**src/rtl/ladybird_ifu_prefetch.sv**
```systemverilog
// rtl/ladybird_ifu_prefetch.sv - instruction prefetcher with credit-limited fetch, in-order pending queue and output FIFO
// Optional perf counters enabled by defining LADYBIRD_IFU_PERF_EN.
module ladybird_ifu_prefetch #(
    parameter int              XLEN     = 32,
    parameter int              LINE_W   = 64,
    parameter int              DEPTH    = 4,
    parameter logic [XLEN-1:0] RESET_PC = '0
) (
    input  logic              clk,
    input  logic              nrst,
    input  logic              redirect_valid,
    input  logic [XLEN-1:0]   redirect_pc,
    output logic              cache_req,
    output logic [XLEN-1:0]   cache_addr,
    input  logic              cache_ready,
    input  logic              cache_resp_valid,
    input  logic [LINE_W-1:0] cache_resp_data,
    output logic [XLEN-1:0]   inst,
    output logic [XLEN-1:0]   inst_pc,
    output logic              inst_valid,
    input  logic              inst_ready
`ifdef LADYBIRD_IFU_PERF_EN
    ,
    output logic [31:0]       perf_fetch_cnt,
    output logic [31:0]       perf_flush_cnt
`endif
);

    localparam int AW      = $clog2(DEPTH);
    localparam int CW      = AW + 1;
    localparam int BYTES   = XLEN / 8;
    localparam int NWORDS  = LINE_W / XLEN;
    localparam int SEL_W   = (NWORDS > 1) ? $clog2(NWORDS) : 1;
    localparam int OFF_LSB = $clog2(BYTES);

    logic            r_run;
    logic [XLEN-1:0] r_pc;

    logic [XLEN-1:0] r_pend_addr [DEPTH];
    logic [AW-1:0]   r_pend_wptr;
    logic [AW-1:0]   r_pend_rptr;
    logic [CW-1:0]   r_pend_cnt;

    logic [XLEN-1:0] r_fifo_addr [DEPTH];
    logic [XLEN-1:0] r_fifo_word [DEPTH];
    logic [AW-1:0]   r_fifo_wptr;
    logic [AW-1:0]   r_fifo_rptr;
    logic [CW-1:0]   r_fifo_cnt;

    logic [CW-1:0]   r_discard;

    logic [CW:0]      w_used;
    logic             w_credit;
    logic             w_accept;
    logic             w_resp;
    logic             w_drop;
    logic             w_push;
    logic             w_pop;
    logic             w_fifo_ne;
    logic [XLEN-1:0]  w_pend_head;
    logic [SEL_W-1:0] w_sel;
    logic [XLEN-1:0]  w_word;
    logic             w_unused;

    assign w_unused = &{1'b0, redirect_pc[1:0]};

    // Occupancy plus in-flight requests never exceeds DEPTH, so the FIFO cannot overflow.
    assign w_used    = {1'b0, r_fifo_cnt} + {1'b0, r_pend_cnt};
    assign w_credit  = (w_used < (CW+1)'(DEPTH));
    assign cache_req = r_run & ~redirect_valid & w_credit;
    assign cache_addr = r_pc;
    assign w_accept  = cache_req & cache_ready;

    assign w_resp    = cache_resp_valid & (r_pend_cnt != '0);
    assign w_drop    = redirect_valid | (r_discard != '0);
    assign w_push    = w_resp & ~w_drop;

    assign w_fifo_ne  = (r_fifo_cnt != '0);
    assign inst_valid = w_fifo_ne & ~redirect_valid;
    assign w_pop      = inst_valid & inst_ready;
    assign inst       = w_fifo_ne ? r_fifo_word[r_fifo_rptr] : '0;
    assign inst_pc    = w_fifo_ne ? r_fifo_addr[r_fifo_rptr] : '0;

    assign w_pend_head = r_pend_addr[r_pend_rptr];

    generate
        if (NWORDS > 1) begin : g_sel
            assign w_sel = w_pend_head[OFF_LSB +: SEL_W];
        end else begin : g_nosel
            assign w_sel = '0;
        end
    endgenerate

    always_comb begin
        w_word = '0;
        for (int k = 0; k < NWORDS; k++) begin
            if (w_sel == SEL_W'(k)) begin
                w_word = cache_resp_data[k*XLEN +: XLEN];
            end
        end
    end

    always_ff @(posedge clk) begin
        if (!nrst) begin
            r_run       <= 1'b0;
            r_pc        <= RESET_PC;
            r_pend_wptr <= '0;
            r_pend_rptr <= '0;
            r_pend_cnt  <= '0;
            r_fifo_wptr <= '0;
            r_fifo_rptr <= '0;
            r_fifo_cnt  <= '0;
            r_discard   <= '0;
        end else begin
            r_run <= 1'b1;

            if (redirect_valid) begin
                r_pc <= {redirect_pc[XLEN-1:2], 2'b00};
            end else if (w_accept) begin
                r_pc <= r_pc + XLEN'(BYTES);
            end

            if (w_accept) begin
                r_pend_addr[r_pend_wptr] <= r_pc;
                r_pend_wptr              <= r_pend_wptr + AW'(1);
            end
            if (w_resp) begin
                r_pend_rptr <= r_pend_rptr + AW'(1);
            end
            r_pend_cnt <= r_pend_cnt + CW'(w_accept) - CW'(w_resp);

            // Every request still in flight after a redirect is stale, including ones already marked.
            if (redirect_valid) begin
                r_discard <= r_pend_cnt - CW'(w_resp);
            end else if (w_resp && (r_discard != '0)) begin
                r_discard <= r_discard - CW'(1);
            end

            if (redirect_valid) begin
                r_fifo_rptr <= r_fifo_wptr;
                r_fifo_cnt  <= '0;
            end else begin
                if (w_push) begin
                    r_fifo_addr[r_fifo_wptr] <= w_pend_head;
                    r_fifo_word[r_fifo_wptr] <= w_word;
                    r_fifo_wptr              <= r_fifo_wptr + AW'(1);
                end
                if (w_pop) begin
                    r_fifo_rptr <= r_fifo_rptr + AW'(1);
                end
                r_fifo_cnt <= r_fifo_cnt + CW'(w_push) - CW'(w_pop);
            end
        end
    end

`ifdef LADYBIRD_IFU_PERF_EN
    logic [31:0] r_perf_fetch;
    logic [31:0] r_perf_flush;

    always_ff @(posedge clk) begin
        if (!nrst) begin
            r_perf_fetch <= '0;
            r_perf_flush <= '0;
        end else begin
            if (w_accept && (r_perf_fetch != '1)) begin
                r_perf_fetch <= r_perf_fetch + 32'd1;
            end
            if (redirect_valid && (r_perf_flush != '1)) begin
                r_perf_flush <= r_perf_flush + 32'd1;
            end
        end
    end

    assign perf_fetch_cnt = r_perf_fetch;
    assign perf_flush_cnt = r_perf_flush;
`endif

    a_resp_has_pending: assert property (@(posedge clk) disable iff (!nrst)
        !(cache_resp_valid && (r_pend_cnt == '0)));

endmodule

```
**config.mk**
```make
export PLATFORM = sky130hd
export DESIGN_NAME = ladybird_ifu_prefetch
export DESIGN_NICKNAME = d
export VERILOG_FILES = /design/src/rtl/ladybird_ifu_prefetch.sv
export SDC_FILE = /design/constraint.sdc
export NUM_CORES = 1
export LEC_CHECK = 0
export ABC_AREA = 0
export BUFFER_PORTS_ARGS = -buffer_cell sky130_fd_sc_hd__clkbuf_2
export CAP_MARGIN = 20
export CORE_MARGIN = 1
export CORE_UTILIZATION = 45
export DETAILED_ROUTE_END_ITERATION = 8
export PLACE_DENSITY_LB_ADDON = 0.08
export REMOVE_ABC_BUFFERS = 1
export SYNTH_ARGS = -nofsm -noshare
export SYNTH_HDL_FRONTEND = slang
export SYNTH_SLANG_ARGS = --single-unit
```
**constraint.sdc**
```tcl
create_clock -name clk -period 3.3 [get_ports clk]
set_input_delay 0.495 -clock clk [delete_from_list [all_inputs] [get_ports clk]]
set_output_delay 0.495 -clock clk [all_outputs]
set_load 0.02 [all_outputs]
```
Word-level counts from Yosys, hierarchy flattened
Memories as Yosys holds them, arrays and structs flattened. A register that Yosys moved wholly into a read port is not among the register bits.
Index checks and enable logic that the tools add are counted.
{ "op_classes": {"shifts": 0, "n_eq_ne": 0, "n_mul": 0, "reduce_logical": 9, "bitwise_logic": 11, "mux": 23, "n_addsub": 12, "div": 0, "magnitude_cmp": 1} }
{ "ops": {"columns": ["cell", "count"], "rows": [
  ["$mux W32", 5],
  ["$add A32 B3 Y32 const B", 1],
  ["$mux W2", 8],
  ["$reduce_bool A3 Y1", 3],
  ["$sub A3 B1 Y3", 3],
  ["$add A2 B1 Y2 const B", 4],
  ["$mux W1", 8],
  ["$and A1 B1 Y1", 7],
  ["$add A3 B1 Y3", 2],
  ["$mux W3", 2],
  ["$reduce_bool A2 Y1", 3],
  ["$add A3 B3 Y4", 1],
  ["$lt A4 B3 Y1 const B", 1],
  ["$not A1 Y1", 3],
  ["$sub A3 B1 Y3 const B", 1],
  ["$reduce_and A2 Y1", 1],
  ["$reduce_or A2 Y1", 1],
  ["$logic_and A1 B1 Y1", 1],
  ["$or A1 B1 Y1", 1]
]} }
{ "totals": {"ramBits": 384, "output_inout_bits": 98, "mem_count": 3, "latchBits": 0, "romBits": 0, "reg_bits": 50} }
{ "mem_list": {"columns": ["memory", "words", "word_bits", "read_ports", "rd_clocked_by_memory_dff", "write_ports", "line", "rtl"], "rows": [
  ["r_fifo_addr", 4, 32, 1, 1, 1, "44", "logic [XLEN-1:0] r_fifo_addr [DEPTH];"],
  ["r_fifo_word", 4, 32, 1, 1, 1, "45", "logic [XLEN-1:0] r_fifo_word [DEPTH];"],
  ["r_pend_addr", 4, 32, 1, 1, 1, "39", "logic [XLEN-1:0] r_pend_addr [DEPTH];"]
]} }

Logic depth before layout (Yosys ltp)
{ "logic_depth": {"depth_word": 8, "depth_mapped": 15} }

Worst setup path before layout
OpenSTA, ideal clock, no wires.
{ "synth_timing": {"path_kind": "in2reg", "from": "input redirect_valid", "to": "memory r_fifo_addr[0][10], enable pin", "setup_ns": 0.427, "n_path_buf": 1, "cell_stages": 5, "setup_slack_ns": 0.281, "arrival_time_ns": 2.592, "path_cell_list": "inv_1 > clkbuf_1 > nand2_1 > nor2_1 > and2_1"} }
{ "synth_between": {"elab_chain_len": 7} }
{ "synth_lines": {"columns": ["element", "line", "rtl"], "rows": [
  ["start: declaration", "11", "input logic redirect_valid,"],
  ["$or A1 B1 Y1", "75", "assign w_drop = redirect_valid | (r_discard != '0);"],
  ["$not A1 Y1", "76", "assign w_push = w_resp & ~w_drop;"],
  ["$and A1 B1 Y1", "76", null],
  ["$mux W1", "143", "if (w_push) begin"],
  ["$mux W1 *", "139", "if (redirect_valid) begin"],
  ["$mux W1 *", "104", "if (!nrst) begin"],
  ["$mux W1 (not written as such) *", "144", "r_fifo_addr[r_fifo_wptr] <= w_pend_head;"],
  ["end: declaration", "44", null]
]} }
Mark *: on every way between the ends. The rest lies on a longest branch, timed or not.

==> results.json <==
{
  "r2r_end": "r_pend_cnt[2]",
  "leakage_nw": 6.92,
  "placed_area_mm2": 0.0187,
  "gr-usage-all-layers": 0.185,
  "vdd_ir_drop_max_v": 0.000421,
  "synth_edf_count": 368,
  "ys.flop_type": "edfxtp_1",
  "dp_hpwl_um": 21900,
  "maxSlewViolCount": 0,
  "max_cap_viol_count": 0,
  "yosysSeqAreaShare": 0.712,
  "crit_type": "flop to output port",
  "tightestPinTransition_ns": 0.925,
  "cts_resized": 0,
  "grt_pass1_wl_um": 54100,
  "area_delta_synth_final_pct": 19.3,
  "setup_violations": 0,
  "clock_path_buffers": 3,
  "antenna_found_initial": 0,
  "hold_violations": 0,
  "syn_inst": 949,
  "synth_area_per_cell_um2": 17.9,
  "whs_ns": 0.195,
  "setup_ws_ns": 0.579,
  "rrSetupSlack_ns": 0.66,
  "grt_pass1_vias": 9103,
  "avgRoutedWirePerCell_um": 20.6,
  "multi_input_area_mm2": 0.00459,
  "vias": 9178,
  "skew_ns": 0.0151,
  "io_buffers": 193,
  "viasPerCell": 5.37,
  "utilization": 0.550,
  "coreArea_mm2": 0.0369,
  "maxClockFrequency_mhz": 368,
  "final_cells": 1710,
  "cts_tree": "done",
  "r2r_cells": 12,
  "seqCellArea_mm2": 0.0121,
  "clkTransAtPathRegs_ns": 0.06,
  "powerDensity_mw_per_mm2": 640,
  "min_path_type": "primary input to flop",
  "io_pins": 200,
  "ys_ff_latch": 420,
  "die-area_mm2": 0.0385,
  "async_flop_share": 0,
  "numCtsBuffers": 45,
  "drc": 0,
  "dr.pass1.iters": 5,
  "cts_hold_buf": 0,
  "required_ns": 2.80,
  "fin_crit_sh": 0.824,
  "layout.nets": 1293,
  "drive_above_1_share": 0.366,
  "cp-start-kind": "flop",
  "cpPeakStageDelay_ns": 0.61,
  "row_count": 70,
  "gp_congestion": 0.761,
  "ant_nets": 0,
  "grt-ovfl-total": 0,
  "synth_area_mm2": 0.0170,
  "worst-path-max-fanout": 41,
  "path_cells": "buf_12, mux4_2, nor2b_1, clkbuf_2",
  "clkLatencyLatePin_ns": 0.54,
  "period_needed_ns": 2.72,
  "h-tree-depth": 2,
  "initial_utilization": 0.461,
  "arrival_ns": 2.23,
  "cts_setup_buffers": 0,
  "ys_warn_count": 0,
  "grt_max_degree": 64,
  "place_ws_ns": 0.652,
  "slowest_stage": "dfxtp_4",
  "synth_cell_type_count": 50,
  "final_area_mm2": 0.0203,
  "p_total_mw": 13.0,
  "die_w_um": 196,
  "dp.cells": 1627,
  "fill_cells": 2971,
  "end_kind": "output port",
  "rsz0062_at_grt": "no",
  "timing.rr.start": "r_pend_cnt[2]",
  "finalSetupTns_ns": 0,
  "die_h_um": 196,
  "num_antenna_cells": 0,
  "hold_path_end": "cache_addr[15]",
  "cts_num_sinks": 420,
  "slew_headroom": 0.383,
  "hold_start": "redirect_pc[15]",
  "cts_root_buf": "clkbuf_16",
  "holdPathStages": 3,
  "wl_um": 35300,
  "status": "completed",
  "drt_iter0_drc": 511
}
## metal layers
| metal | part of all wire | up-vias | track usage |
|---|---|---|---|
| met1 | 0.45 | 4671 | 0.260 |
| met5 | 0 | - | 0 |
| met3 | 0.046 | 44 | 0.0275 |
| met4 | 0.016 | 0 | 0.0428 |
| met2 | 0.49 | 259 | 0.307 |
| li1 | - | 4204 | - |
## worst max path at each step
stage	startpoint	to	slack, ns	cells past startpoint
global placement	redirect_valid	cache_addr[25]	0.52	7
finish	flop	inst_pc[4]	0.58	4
CTS	flop	inst_pc[4]	0.50	4
detailed placement	r_pend_cnt[2]	r_pend_cnt[2]	0.65	12
global route	r_pend_cnt[2]	r_pend_cnt[2]	0.41	12
floorplan	r_fifo_cnt[1]	r_fifo_cnt[1]	-1.98	7
## layout make-up
type | instances | share of cell area
clock buffer | 62 | 0.0648
clock inverter | 21 | 0.0105
inverter | 18 | 0.00333
multi-input combinational | 456 | 0.226
sequential | 420 | 0.597
tap | 504 | 0.0311
timing repair buffer | 229 | 0.0667
## kinds of logic after synthesis
| logic type | count (synthesis) | share of synthesized area |
|---|---|---|
| fa+ha+maj | 21 | 0.0164 |
| xor+xnor | 13 | 0.00670 |
| compound gates | 84 | 0.0309 |
| mux | 129 | 0.146 |
| other cells | 1 | 0.000221 |
| simple gates | 205 | 0.0679 |
| flops | 420 | 0.712 |
| buf+inv | 76 | 0.0197 |
## synthesized netlist by cell type (12+ instances only)
master    instances  share of area
edfxtp_1        368           0.65
mux4_2           92           0.12
nor2b_1          64          0.024
dfxtp_1          52          0.061
nand2_1          38         0.0084
mux2_2           36          0.024
clkbuf_1         31         0.0069
nor2_1           25         0.0055
a21oi_1          24         0.0071
ha_1             19          0.014
a31oi_1          17         0.0063
inv_1            17         0.0038
o21ai_0          16         0.0047
nand4_1          15         0.0055
nand3_1          13         0.0038
and3_1           12         0.0044
buf_2            12         0.0035
## registers in the layout (all words and copies together), names as in the netlist, named ones only
signal       flops
cache_addr      30
r_fifo_word    128
r_pend_rptr      2
r_pend_addr    120
r_run            1
r_discard        3
r_fifo_cnt       3
r_fifo_addr    120
r_fifo_wptr      2
r_pend_wptr      2
r_fifo_rptr      2
r_pend_cnt       3
## critical path, delay by kind of cell, from the launching register on
family / cells / cell delay [ns]
multiplexers: 1 / 0.39
buffers and inverters: 2 / 0.51
AND/OR/NAND/NOR: 1 / 0.16
flip-flops: 1 / 0.61
## power by group
part / switching (mW) / leakage (nW) / internal (mW)
clock: 1.96 / 0.744 / 3.09
sequential: 0.115 / 3.76 / 6.16
combinational: 0.910 / 2.41 / 0.742
total: 2.98 / 6.92 / 9.99
## placed cells by master (no fill, tap or decap), drive strengths merged, types with 20 or more instances in the layout
master	instances
edfxtp	368
mux4	92
dfxtp	52
nand2	38
mux2	36
nor2	25
inv	20
a21oi	24
buf	36
nor2b	64
clkbuf	255
No activity file was read; power rests on OpenSTA's default activity.
